$ cat config.mk
export PLATFORM = sky130hd
export DESIGN_NAME = mem_arbiter_flat
export DESIGN_NICKNAME = d
export VERILOG_FILES = /design/src/rtl/mem_arbiter_pkg.sv /design/src/rtl/mem_arbiter_if.sv /design/src/rtl/mem_arbiter_timeout_ctr.sv /design/src/rtl/mem_arbiter.sv /design/src/flat_wrapper.sv
export SDC_FILE = /design/constraint.sdc
export NUM_CORES = 1
export LEC_CHECK = 0
export CAP_MARGIN = 20
export CORE_MARGIN = 10
export CORE_UTILIZATION = 42
export DETAILED_ROUTE_END_ITERATION = 16
export PLACE_DENSITY = 0.8
export SYNTH_ARGS = -nofsm -noshare
export SYNTH_HDL_FRONTEND = slang
export SYNTH_SLANG_ARGS = --single-unit
$ cat constraint.sdc
create_clock -name CLK -period 1.68 [get_ports CLK]
set_input_delay 0.252 -clock CLK [delete_from_list [all_inputs] [get_ports CLK]]
set_output_delay 0.252 -clock CLK [all_outputs]
set_load 0.05 [all_outputs]
$ cat src/rtl/mem_arbiter_pkg.sv
// Shared types and constants for the icache/dcache to single-RAM-port arbiter.
package mem_arbiter_pkg;

  localparam int unsigned ARB_ADDR_W = 32;
  localparam int unsigned ARB_DATA_W = 32;

  localparam logic [31:0] ARB_TIMEOUT_WORD = 32'hBAD1BAD1;

  typedef enum logic [2:0] {
    IDLE  = 3'd0,
    DACC  = 3'd1,
    IACC  = 3'd2,
    DRESP = 3'd3,
    IRESP = 3'd4
  } arb_state_t;

  typedef enum logic {
    OP_READ  = 1'b0,
    OP_WRITE = 1'b1
  } arb_op_t;

  typedef struct packed {
    arb_op_t                 op;
    logic [ARB_ADDR_W-1:0]   addr;
    logic [ARB_DATA_W-1:0]   data;
  } arb_req_t;

endpackage

$ cat src/rtl/mem_arbiter_if.sv
// Cache-side and RAM-side signal bundle of the memory arbiter.
interface mem_arbiter_if #(
  parameter int unsigned ADDR_W = 32,
  parameter int unsigned DATA_W = 32
);

  logic              iREN;
  logic [ADDR_W-1:0] iaddr;
  logic              iwait;
  logic [DATA_W-1:0] iload;

  logic              dREN;
  logic              dWEN;
  logic [ADDR_W-1:0] daddr;
  logic [DATA_W-1:0] dstore;
  logic              dwait;
  logic [DATA_W-1:0] dload;

  logic              ramREN;
  logic              ramWEN;
  logic [ADDR_W-1:0] ramaddr;
  logic [DATA_W-1:0] ramstore;
  logic [DATA_W-1:0] ramload;
  logic              ramrdy;

  logic              arb_err;

  // Arbiter side
  modport slave (
    input  iREN, iaddr, dREN, dWEN, daddr, dstore, ramload, ramrdy,
    output iwait, iload, dwait, dload, ramREN, ramWEN, ramaddr, ramstore, arb_err
  );

  // Caches and RAM side
  modport master (
    output iREN, iaddr, dREN, dWEN, daddr, dstore, ramload, ramrdy,
    input  iwait, iload, dwait, dload, ramREN, ramWEN, ramaddr, ramstore, arb_err
  );

endinterface

$ cat src/rtl/mem_arbiter_timeout_ctr.sv
// Access-cycle watchdog; built only with MEM_ARBITER_TIMEOUT_EN defined.
module arb_timeout_ctr #(
  parameter int unsigned TIMEOUT = 64
) (
  input  logic clk,
  input  logic rst_n,
  input  logic i_load,
  input  logic i_en,
  output logic o_expire_c
);

  localparam int unsigned CNT_W = $clog2(TIMEOUT + 1);

  logic [CNT_W-1:0] r_cnt;

  // Fires during the TIMEOUT-th access cycle so the abort lands on its closing edge
  assign o_expire_c = i_en && (r_cnt == CNT_W'(TIMEOUT - 1));

  always_ff @(posedge clk) begin
    if (!rst_n) begin
      r_cnt <= '0;
    end else if (i_load) begin
      r_cnt <= '0;
    end else if (i_en && !o_expire_c) begin
      r_cnt <= r_cnt + CNT_W'(1);
    end
  end

endmodule

$ cat src/rtl/mem_arbiter.sv
// Arbitrates icache reads and dcache reads/writes onto one RAM port, data first.
// Optional access watchdog enabled by defining MEM_ARBITER_TIMEOUT_EN.
module mem_arbiter
  import mem_arbiter_pkg::*;
#(
  parameter int unsigned ADDR_W  = 32,
  parameter int unsigned DATA_W  = 32,
  parameter int unsigned TIMEOUT = 64
) (
  input  logic           CLK,
  input  logic           nRST,
  mem_arbiter_if.slave   bus
);

  if (TIMEOUT < 1) begin : g_bad_timeout
    $error("mem_arbiter: TIMEOUT must be at least 1");
  end

  arb_state_t        r_state, w_state_nx;
  arb_req_t          r_req, w_req_nx;
  logic              r_ram_ren, w_ram_ren_nx;
  logic              r_ram_wen, w_ram_wen_nx;
  logic              r_iwait, w_iwait_nx;
  logic              r_dwait, w_dwait_nx;
  logic [DATA_W-1:0] r_iload, w_iload_nx;
  logic [DATA_W-1:0] r_dload, w_dload_nx;
  logic              r_err, w_err_nx;
  logic              w_expire;

`ifdef MEM_ARBITER_TIMEOUT_EN
  logic w_in_acc;

  assign w_in_acc = (r_state == DACC) || (r_state == IACC);

  arb_timeout_ctr #(
    .TIMEOUT (TIMEOUT)
  ) u_timeout_ctr (
    .clk        (CLK),
    .rst_n      (nRST),
    .i_load     (!w_in_acc),
    .i_en       (w_in_acc),
    .o_expire_c (w_expire)
  );
`else
  assign w_expire = 1'b0;
`endif

  assign bus.ramREN   = r_ram_ren;
  assign bus.ramWEN   = r_ram_wen;
  assign bus.ramaddr  = ADDR_W'(r_req.addr);
  assign bus.ramstore = DATA_W'(r_req.data);
  assign bus.iwait    = r_iwait;
  assign bus.dwait    = r_dwait;
  assign bus.iload    = r_iload;
  assign bus.dload    = r_dload;
  assign bus.arb_err  = r_err;

  always_ff @(posedge CLK) begin
    if (!nRST) begin
      r_state   <= IDLE;
      r_req     <= '0;
      r_ram_ren <= 1'b0;
      r_ram_wen <= 1'b0;
      r_iwait   <= 1'b1;
      r_dwait   <= 1'b1;
      r_iload   <= '0;
      r_dload   <= '0;
      r_err     <= 1'b0;
    end else begin
      r_state   <= w_state_nx;
      r_req     <= w_req_nx;
      r_ram_ren <= w_ram_ren_nx;
      r_ram_wen <= w_ram_wen_nx;
      r_iwait   <= w_iwait_nx;
      r_dwait   <= w_dwait_nx;
      r_iload   <= w_iload_nx;
      r_dload   <= w_dload_nx;
      r_err     <= w_err_nx;
    end
  end

  // Wait pulses are set on the completion edge, so they are low exactly in RESP
  always_comb begin
    w_state_nx   = r_state;
    w_req_nx     = r_req;
    w_ram_ren_nx = r_ram_ren;
    w_ram_wen_nx = r_ram_wen;
    w_iwait_nx   = 1'b1;
    w_dwait_nx   = 1'b1;
    w_iload_nx   = r_iload;
    w_dload_nx   = r_dload;
    w_err_nx     = r_err;

    case (r_state)
      IDLE: begin
        if (bus.dREN || bus.dWEN) begin
          w_req_nx.op   = bus.dWEN ? OP_WRITE : OP_READ;
          w_req_nx.addr = ARB_ADDR_W'(bus.daddr);
          w_req_nx.data = ARB_DATA_W'(bus.dstore);
          w_ram_ren_nx  = !bus.dWEN;
          w_ram_wen_nx  = bus.dWEN;
          if (bus.dREN && bus.dWEN) begin
            w_err_nx = 1'b1;
          end
          w_state_nx = DACC;
        end else if (bus.iREN) begin
          w_req_nx.op   = OP_READ;
          w_req_nx.addr = ARB_ADDR_W'(bus.iaddr);
          w_req_nx.data = '0;
          w_ram_ren_nx  = 1'b1;
          w_ram_wen_nx  = 1'b0;
          w_state_nx    = IACC;
        end
      end

      DACC: begin
        if (bus.ramrdy || w_expire) begin
          w_ram_ren_nx = 1'b0;
          w_ram_wen_nx = 1'b0;
          if (!bus.ramrdy) begin
            w_dload_nx = DATA_W'(ARB_TIMEOUT_WORD);
            w_err_nx   = 1'b1;
          end else if (r_req.op == OP_READ) begin
            w_dload_nx = bus.ramload;
          end
          w_dwait_nx = !(bus.dREN || bus.dWEN);
          w_state_nx = DRESP;
        end
      end

      IACC: begin
        if (bus.ramrdy || w_expire) begin
          w_ram_ren_nx = 1'b0;
          w_ram_wen_nx = 1'b0;
          if (!bus.ramrdy) begin
            w_iload_nx = DATA_W'(ARB_TIMEOUT_WORD);
            w_err_nx   = 1'b1;
          end else begin
            w_iload_nx = bus.ramload;
          end
          w_iwait_nx = !bus.iREN;
          w_state_nx = IRESP;
        end
      end

      DRESP, IRESP: begin
        w_state_nx = IDLE;
      end

      default: begin
        w_state_nx   = IDLE;
        w_ram_ren_nx = 1'b0;
        w_ram_wen_nx = 1'b0;
      end
    endcase
  end

endmodule

$ cat src/flat_wrapper.sv
// flat-port wrapper written by rule: the top's interface ports become plain ports
module mem_arbiter_flat import mem_arbiter_pkg::*;
#(
  parameter int unsigned ADDR_W  = 32,
  parameter int unsigned DATA_W  = 32,
  parameter int unsigned TIMEOUT = 64
)
  (CLK, nRST, bus_iREN, bus_iaddr, bus_dREN, bus_dWEN, bus_daddr, bus_dstore, bus_ramload, bus_ramrdy, bus_iwait, bus_iload, bus_dwait, bus_dload, bus_ramREN, bus_ramWEN, bus_ramaddr, bus_ramstore, bus_arb_err);
  mem_arbiter_if #(.ADDR_W(ADDR_W), .DATA_W(DATA_W)) bus_i ();
  input  logic CLK;
  input  logic nRST;
  input wire logic [$bits(bus_i.iREN)-1:0] bus_iREN;
  input wire logic [$bits(bus_i.iaddr)-1:0] bus_iaddr;
  input wire logic [$bits(bus_i.dREN)-1:0] bus_dREN;
  input wire logic [$bits(bus_i.dWEN)-1:0] bus_dWEN;
  input wire logic [$bits(bus_i.daddr)-1:0] bus_daddr;
  input wire logic [$bits(bus_i.dstore)-1:0] bus_dstore;
  input wire logic [$bits(bus_i.ramload)-1:0] bus_ramload;
  input wire logic [$bits(bus_i.ramrdy)-1:0] bus_ramrdy;
  output wire logic [$bits(bus_i.iwait)-1:0] bus_iwait;
  output wire logic [$bits(bus_i.iload)-1:0] bus_iload;
  output wire logic [$bits(bus_i.dwait)-1:0] bus_dwait;
  output wire logic [$bits(bus_i.dload)-1:0] bus_dload;
  output wire logic [$bits(bus_i.ramREN)-1:0] bus_ramREN;
  output wire logic [$bits(bus_i.ramWEN)-1:0] bus_ramWEN;
  output wire logic [$bits(bus_i.ramaddr)-1:0] bus_ramaddr;
  output wire logic [$bits(bus_i.ramstore)-1:0] bus_ramstore;
  output wire logic [$bits(bus_i.arb_err)-1:0] bus_arb_err;
  assign bus_i.iREN = bus_iREN;
  assign bus_i.iaddr = bus_iaddr;
  assign bus_i.dREN = bus_dREN;
  assign bus_i.dWEN = bus_dWEN;
  assign bus_i.daddr = bus_daddr;
  assign bus_i.dstore = bus_dstore;
  assign bus_i.ramload = bus_ramload;
  assign bus_i.ramrdy = bus_ramrdy;
  assign bus_iwait = bus_i.iwait;
  assign bus_iload = bus_i.iload;
  assign bus_dwait = bus_i.dwait;
  assign bus_dload = bus_i.dload;
  assign bus_ramREN = bus_i.ramREN;
  assign bus_ramWEN = bus_i.ramWEN;
  assign bus_ramaddr = bus_i.ramaddr;
  assign bus_ramstore = bus_i.ramstore;
  assign bus_arb_err = bus_i.arb_err;
  mem_arbiter #(.ADDR_W(ADDR_W), .DATA_W(DATA_W), .TIMEOUT(TIMEOUT)) u_core (.CLK(CLK), .nRST(nRST), .bus(bus_i));
endmodule
Yosys cells after proc, flatten, opt, wreduce, memory -nomap -nowiden
Index checks and enable logic that the tools add are counted.
{"block": "word_totals", "reg_bits": 137, "input_bits": 134, "out_inout_bits": 133, "wordCells": 53}
{"block": "classes", "eq_ne": 8, "muxes": 15, "n_bitwise": 2, "reduce_logical": 17}
{"operator": "65-bit 2-to-1 mux", "n": 2}
{"operator": "3-bit AND reduction", "n": 6}
{"operator": "3-bit 2-to-1 mux", "n": 4}
{"operator": "3-bit case mux with 3 select lines", "n": 1}
{"operator": "3-bit by 2-bit equality test with 1-bit output, second input constant", "n": 2}
{"operator": "1-bit 2-to-1 mux", "n": 6}
{"operator": "1-bit case mux with 3 select lines", "n": 2}
{"operator": "2-bit != test, second input constant", "n": 2}
{"operator": "2-bit AND reduction", "n": 2}
{"operator": "2-bit OR reduction", "n": 2}
{"operator": "3-bit by 1-bit equality test with 1-bit output, second input constant", "n": 1}
{"operator": "3-bit equality test, second input constant", "n": 1}
{"operator": "1-bit logical NOT", "n": 3}
{"operator": "3-bit logical NOT", "n": 1}
{"operator": "3-bit by 2-bit != test with 1-bit output, second input constant", "n": 1}
{"operator": "2-bit by 1-bit != test with 1-bit output, second input constant", "n": 1}
{"operator": "1-bit inverter", "n": 2}
{"operator": "2-bit nonzero test", "n": 1}
{"operator": "1-bit logical AND", "n": 1}
{"operator": "1-bit logical OR", "n": 1}

Logic depth before layout (Yosys ltp)
Gate-level depths: netlist of the first run.
{"block": "depth", "word_depth": 4, "mapped_depth": 7, "mapped_depth_nobuf": 4}

Least setup slack after synthesis of the first run
No wires, ideal clock.
{"block": "synth_path", "path_kind": "flip-flop to flip-flop", "from": "register u_core.r_state[0]", "to": "register u_core.r_dload[0], in the netlist u_core.bus.dload[0]", "setup_ps": 117, "arrival_time_ps": 1296, "t_required_ps": 1563, "path_slack_ps": 267, "stages_incl_launch_ff": 8, "n_path_buf": 3, "period_less_slack_ps": 1413, "path_cell_list": "dfxtp_1 buf_4 nand2_1 or4_1 buf_2 buf_6 nand2_1 a21boi_1"}
{"block": "synth_between", "elab_chain_cells": 2}
{"item": "from (decl)", "line_no": "mem_arbiter.sv:19", "text": "arb_state_t r_state, w_state_nx;"}
{"item": "from (signal assigned)", "line_no": "mem_arbiter.sv:70", "text": "r_state <= w_state_nx;"}
{"item": "3-bit by 1-bit equality test with 1-bit output", "line_no": "mem_arbiter.sv:94", "text": "case (r_state)"}
{"item": "3-bit AND reduction (no line)"}
{"item": "to (signal assigned)", "line_no": "mem_arbiter.sv:77", "text": "r_dload <= w_dload_nx;"}
{"item": "to (decl)", "line_no": "mem_arbiter.sv:26", "text": "logic [DATA_W-1:0] r_dload, w_dload_nx;"}
Every way passes these cells.
A chain may end at the register's enable or synchronous reset.

Final worst setup path of the first run
{"block": "layout_path", "from": "register u_core.r_state[0]", "to": "register u_core.r_dload[11], in the netlist u_core.bus.dload[11]"}
The elaborated chain is that of the path after synthesis.

==> impl_results.md, run 1 <==
* Critical Path Start Type: flop
* Clk Latency, worst-skew pair at 410 ps
* CP Class: flop to flop
* Post-DP Area at approximately 8100 µm²
* RSZ-0062 raised after global routing: no
* Cell with the most instances after synthesis: nand2_1
* Initial DRC count at between 200 and 300
* Max-cap violations at 0
* Crit-path cells: nand2_1, or4_1, buf_12, nand2_1, a21boi_1
* Number of synthesized flops with an enable pin at 0
* Worst R2R Path Depth at 5
* Layout cells sized above 1 at around 22%
* Post-DRT Antenna Nets at 0
* Top post-synthesis cells by count: 164 x nand2_1, 137 x dfxtp_1, 69 x buf_4, 35 x nor2b_1
* Ant. Diodes at 0
* Initial antenna violation count at 0
* Storage element area at around 2700 µm²
* CTS tree: built
* Crit path largest cell delay at 510 ps
* Core area at between 10000 and 15000 µm²
* Reg2reg end: u_core.bus.dload[11]
* Top FF cell, synth: dfxtp_1
* CTS Buf Count at 17
* Fraction of registers with async set/reset at 0%
* Syn Nets at around 810
* Minimum clock period after layout at between 1500 and 2000 ps
* Critical Path RT at roughly 2000 ps
* Max Slew Vio Count at 0
* Design Area, Final at 8587 µm²
* Total GRT Usage at 17.25%
* Post-synth top area share at between 40 and 50%
* Hold Startpoint: nRST
* CP Max Fanout at 32
* Layout Nets at approximately 1000
* Total power at 9.931 mW
* Post-CTS Setup Bufs at 0
* Crit path arrival time at 1850 ps
* Grt total ovfl at 0
* Clock sinks at 137
* Gate Count Post-Synth at approximately 680
* Tightest Pin Transition at 375.4 ps
* First-pass GRT wire length at roughly 27000 µm
* Worst Clk Skew at between 8 and 9 ps
* Hold path endpoint: u_core.bus.dwait
* Buffers on Ports at between 200 and 300
* TritonRoute pass-1 iters at 6
* Final Hold Viols at 0
* Synth Register Bits at 137
* Largest cells by area after synthesis: dfxtp_1 46%, nand2_1 10%, buf_4 8.7%
* Syn avg cell area at 8.768 µm²
* Worst vdd ir at about 0.0007 V
* Die Ht at between 100 and 150 µm
* # hold bufs at CTS at 0
* # DRC at 0
* Status: finished, final reports clean
* WL final at around 18000 µm
* Vias in the first global route at roughly 5100
* Clock root buffer: clkbuf_16
* Resized Gates After CTS at 0
* Initial Util at a little over two fifths
* Post-Syn Area at 5944 µm²
* Fmax at 645.2 MHz
* Core Rows at 43
* Final period utilization at 92.26%
* Fillers at roughly 1200
* Multi-input logic area at 2417 µm²
* Sequential area share after synthesis at 46.14%
* Slowest-stage cell, CP: dfxtp_1
* Clock slew at reported path FFs at about 60 ps
* Pin count of the biggest net entering global routing at 44
* Slack of the critical path at ~130 ps
* HPWL after DPL at between 10000 and 15000 µm
* CP Capture Type: flop
* Vias at about 5200
* IO Pins at ~270
* Post-place setup slack at -148.2 ps
* Pleak at roughly 3.7 nW
* Hold slack at around 200 ps
* CTS H-Tree Depth at 4
* Die width at 139.0 µm
* Synth Warn # at 0
* Area Growth Syn to Fin at 44.45%
* Slew HR at 74.94%
* Worst Hold Class: input pin to flop
* Post-DR wirelength/cell at approximately 17 µm
* Reg2reg start: u_core.r_state[0]
* Most Frequent Cell on Critical Path: nand2_1
* Synth unique cells at 33
* Via density at approximately 4.9
* Hold Path Depth at 2
* Power per cell area at approximately 1200 nW/µm²
* Area leader, netlist: dfxtp_1
* Die ar. at around 19000 µm²
* Endpoints failing setup at 0
* R2R setup slack at 130 ps
* Max clock buf depth at 2
* Placer Congestion at 0.8145
==> metrics by stage <==
step	setup TNS (ps)	std cells	util, %
detailed placement	-5994	1031	58.07
CTS	0	1062	61.86
finish	0	1062	61.86
global route	0	1062	61.86
global placement	-6027	1031	58.07
floorplan	0	678	-
==> cells in the final DEF, fill, tap and decap left out, drive strengths merged <==
cell and instances:
nor4 1, nor2b 35, a31oi 1, mux2i 1
nand2 164, clkdlybuf4s50 132, dfxtp 137, o221ai 1
and2 1, a31o 1, and2b 1, o21ai 32
a22oi 34, nand3b 2, nor2 5, and3 2
a21boi 65, clkinvlp 1, o311a 1, o211a 32
or4 1, clkinv 6, o211ai 1, nand2b 2
nand3 34, xor2 1, clkbuf 24, buf 162
nor3 2
==> cell families (layout without fill, tap and decap cells) <==
group,Yosys count,count (layout),synth area share [%]
and+or+nand+nor,250,250,18.86
AOI/OAI and AO/OA,168,168,21.28
DFF,137,137,46.14
buffers and inverters,121,325,13.41
xor gates and xnor gates,1,1,0.1474
muxes,1,1,0.1684
==> final cells by class <==
cell class / count / share of cell area [%]
sequential: 137 / 31.94
timing repair buffer: 294 / 31.15
multi-input combinational: 420 / 28.15
clock buffer: 24 / 5.610
tap: 180 / 2.623
clock inverter: 7 / 0.5246
==> worst max path at each step <==
stage	startpoint	end	slack, ps	depth (start not counted)
6_report	u_core.r_state[0]	u_core.bus.dload[11]	130	5
5_1_grt	u_core.r_state[0]	u_core.bus.dload[30]	10	5
4_1_cts	u_core.r_state[0]	u_core.bus.dload[11]	120	5
3_5_place_dp	bus_dREN	u_core.bus.ramWEN	-150	6
3_3_place_gp	bus_dREN	u_core.bus.ramWEN	-120	6
2_1_floorplan	u_core.r_state[0]	u_core.bus.dload[0]	270	7
==> flip-flops by register name, summed over array words and instances, names as in the netlist <==
signal,flops
u_core.bus.iwait,1
u_core.bus.ramWEN,1
u_core.bus.dload,32
u_core.r_req,1
u_core.bus.arb_err,1
u_core.bus.ramstore,32
u_core.r_state,3
u_core.bus.ramREN,1
u_core.bus.ramaddr,32
u_core.bus.dwait,1
u_core.bus.iload,32
==> layer usage <==
layer  up-vias  global-route usage, %  wire [µm]
met5         -                      0          0
met4         0                  4.723        155
met3        11                  8.322       1841
met2       218                  28.93       8520
met1      2396                  19.03       7272
li1       2609                      -          -
==> report_power, final <==
group	total, mW	switching (mW)	internal (mW)
sequential	3.73	0.179	3.55
clock	3.30	1.31	1.99
combinational	2.90	1.79	1.11
total	9.93	3.28	6.65
==> critical path, delay by kind of cell (launching register included) <==
| kind | cells | cell delay (ps) |
|---|---|---|
| DFF | 1 | 510 |
| buffers and inverters | 1 | 200 |
| and+or+nand+nor | 3 | 650 |
| AOI/OAI and AO/OA | 1 | 70 |
No activity file was read; power rests on OpenSTA's default activity.
==> inputs of run 2 (changes only) <==
--- a/config.mk
+++ b/config.mk
@@ -11,4 +11,5 @@
 export DETAILED_ROUTE_END_ITERATION = 16
 export PLACE_DENSITY = 0.8
+export SLEW_MARGIN = 40
 export SYNTH_ARGS = -nofsm -noshare
 export SYNTH_HDL_FRONTEND = slang
==> constraint.sdc (replaced) <==
create_clock -name CLK -period 1.68 [get_ports CLK]
set_input_delay 0.252 -clock CLK [delete_from_list [all_inputs] [get_ports CLK]]
set_output_delay 0.252 -clock CLK [all_outputs]
set_load 0.02 [all_outputs]
==> run 2 against run 1 <==
Sequential cell count did not move; hold slack worse by 110 ps; die area stayed put; cell count shrank 0.19%; largest cell class is now buffers; highest routed layer unchanged.
==> impl_results.md, run 2 (synthesized netlist as in run 1, its figures left out) <==
* Vias in the first global route at 5190 (+1.0%)
* CTS Buf Count at 17 (unchanged)
* Clk pwr share at 36.3% (+3.1 points)
* CP Capture Type: output port
* Internal power at 6.807 mW (+2.3%)
* Commonest non-fill, non-tap cell in the layout: clkdlybuf4s50_1
* TritonRoute pass-1 iters at 7 (+1)
* Fillers at 1166 (-5.5%)
* Cells after DPL at 1028 (-0.29%)
* Grt total ovfl at 0 (unchanged)
* Pleak at 3.771 nW (+1.6%)
* Post-DRT Antenna Nets at 0 (unchanged)
* Area Growth Syn to Fin at 50.26%
* CP top delay family: buffers and inverters
* Post-DR wirelength/cell at 17.27 µm (+3.1%)
* Sw frac at 28.44% (-4.6 points)
* Core Rows at 43 (unchanged)
* Fin cells at 1060 (-0.19%)
* Max-cap violations at 0 (unchanged)
* RSZ-0062 raised after global routing: no
* Clock slew at reported path FFs at 60 ps (about the same)
* HPWL after DPL at 13460 µm (+1.3%)
* CTS H-Tree Depth at 4 (unchanged)
* Logic pwr share at 24.5% (-4.7 points)
* Die ar. at 19310 µm² (unchanged)
* Clock sinks at 137 (unchanged)
* Sequential share of power at 39.1% (+1.5 points)
* Multi-input logic area at 2417 µm² (unchanged)
* Power per cell area at 1065 nW/µm² (-7.9%)
* Tightest Pin Transition at 458.3 ps (+82.87 ps)
* Post-CTS Setup Bufs at 0 (unchanged)
* Worst Hold Class: input pin to flop
* Die Ht at 139.0 µm (unchanged)
* Final period utilization at 97.66% (+5.4 points)
* Fmax at 609.5 MHz (-5.5%)
* Crit path largest cell delay at 640 ps (+130 ps)
* Ant. Diodes at 0 (unchanged)
* Layout cells sized above 1 at 7.045% (-15 points)
* Status: finished, final reports clean
* Pin count of the biggest net entering global routing at 56 (+27%)
* Critical Path Start Type: flop
* Worst vdd ir at 0.0006553 V (-5.2%)
* Initial Util at 42.82% (unchanged)
* IO Pins at 267 (unchanged)
* Slew HR at 69.45% (-5.5 points)
* # DRC at 0 (unchanged)
* Commonest cells after routing, fill and taps aside: 241 x clkdlybuf4s50_1, 164 x nand2_1, 136 x dfxtp_1
* CTS tree: built
* Vias at 5237 (+0.057%)
* Initial DRC count at 232 (-17%)
* Worst Clk Skew at 8.297 ps (-0.5754 ps)
* CP Buf/Inv Count at 1 (unchanged)
* Via density at 4.941 (+0.25%)
* Core area at 13880 µm² (unchanged)
* Critical Path RT at 1430 ps (-550 ps)
* Placer Congestion at 0.7967 (-2.2%)
* Final Hold Viols at 0 (unchanged)
* Layout Nets at 1001 (-0.30%)
* Clk Latency, worst-skew pair at 410 ps (about the same)
* Die width at 139.0 µm (unchanged)
* Buffers on Ports at 266 (unchanged)
* Max clock buf depth at 2 (unchanged)
* Minimum clock period after layout at 1641 ps (+90.78 ps)
* Crit-path cells: clkdlybuf4s50_1
* Clock root buffer: clkbuf_16
* CP Max Fanout at 2 (-94%)
* CP Class: flop to output port
* # hold bufs at CTS at 0 (unchanged)
* NetSw at 2.705 mW (-17%)
* Slowest-stage cell, CP: clkdlybuf4s50_1
* Endpoints failing setup at 0 (unchanged)
* Crit path arrival time at 1390 ps (-460 ps)
* Max Slew Vio Count at 0 (unchanged)
* First-pass GRT wire length at 28520 µm (+4.9%)
* Storage element area at 2744 µm² (about the same)
* Final Util at 64.35% (+2.5 points)
* Initial antenna violation count at 0 (unchanged)
* Total GRT Usage at 18.18% (+0.93 points)
* WL final at 18310 µm (+2.9%)
[run 2: final cells by class]
class                   count  share of cell area (%)
clock buffers              21                   5.043
clock inverters            11                   1.093
multi-input cells         420                   27.06
flip-flops and latches    137                   30.72
well taps                 180                   2.521
repair buffers            291                   33.56
[run 2: power groups by stage]
stage	logic, mW	registers, mW	clock network (mW)
after floorplan	1.42	3.84	0
after global placement	2.36	3.78	0
after detailed placement	2.38	3.79	0
after CTS	2.38	3.73	3.53
after global routing	2.51	3.76	3.68
final	2.33	3.72	3.45
[run 2: worst paths after layout]
check	endpoint	start	slack, ps	cells after the start
setup reg to reg	u_core.bus.ramstore[13]	u_core.r_state[2]	130	6
setup / recovery	bus_arb_err	u_core.bus.arb_err	40	1
hold reg to reg	u_core.bus.dload[24]	u_core.bus.dload[24]	450	2
hold / removal	u_core.bus.dwait	nRST	100	2
[run 2: metal layers]
metal  vias up  global-route usage, %  routed length (µm)
met5         -                      0                   0
met4         0                  5.217                 144
met3         9                  8.664                1815
met2       195                  30.03                8833
met1      2430                  20.41                7511
li1       2603                      -                   -
[run 2: metrics by stage]
stage / worst slack (ps) / instance area, µm² / total power, mW / hold WS (ps) / setup TNS (ps)
after floorplan: 273.4 / 5944 / 5.257 / 313.9 / 0
after global placement: -123.7 / 8346 / 6.140 / 440.2 / -4014
after detailed placement: -126.1 / 8346 / 6.169 / 444.2 / -4978
after CTS: 1.215 / 8886 / 9.637 / 84.45 / 0
after global routing: 0.2053 / 8932 / 9.948 / 89.11 / 0
final: 39.32 / 8932 / 9.512 / 96.72 / 0
[run 2: timing repair]
action / CTS / global route
endpoints found under the hold margin: 0 / 0
resized for setup: 6 / 19
setup endpoints to repair: 6 / 19
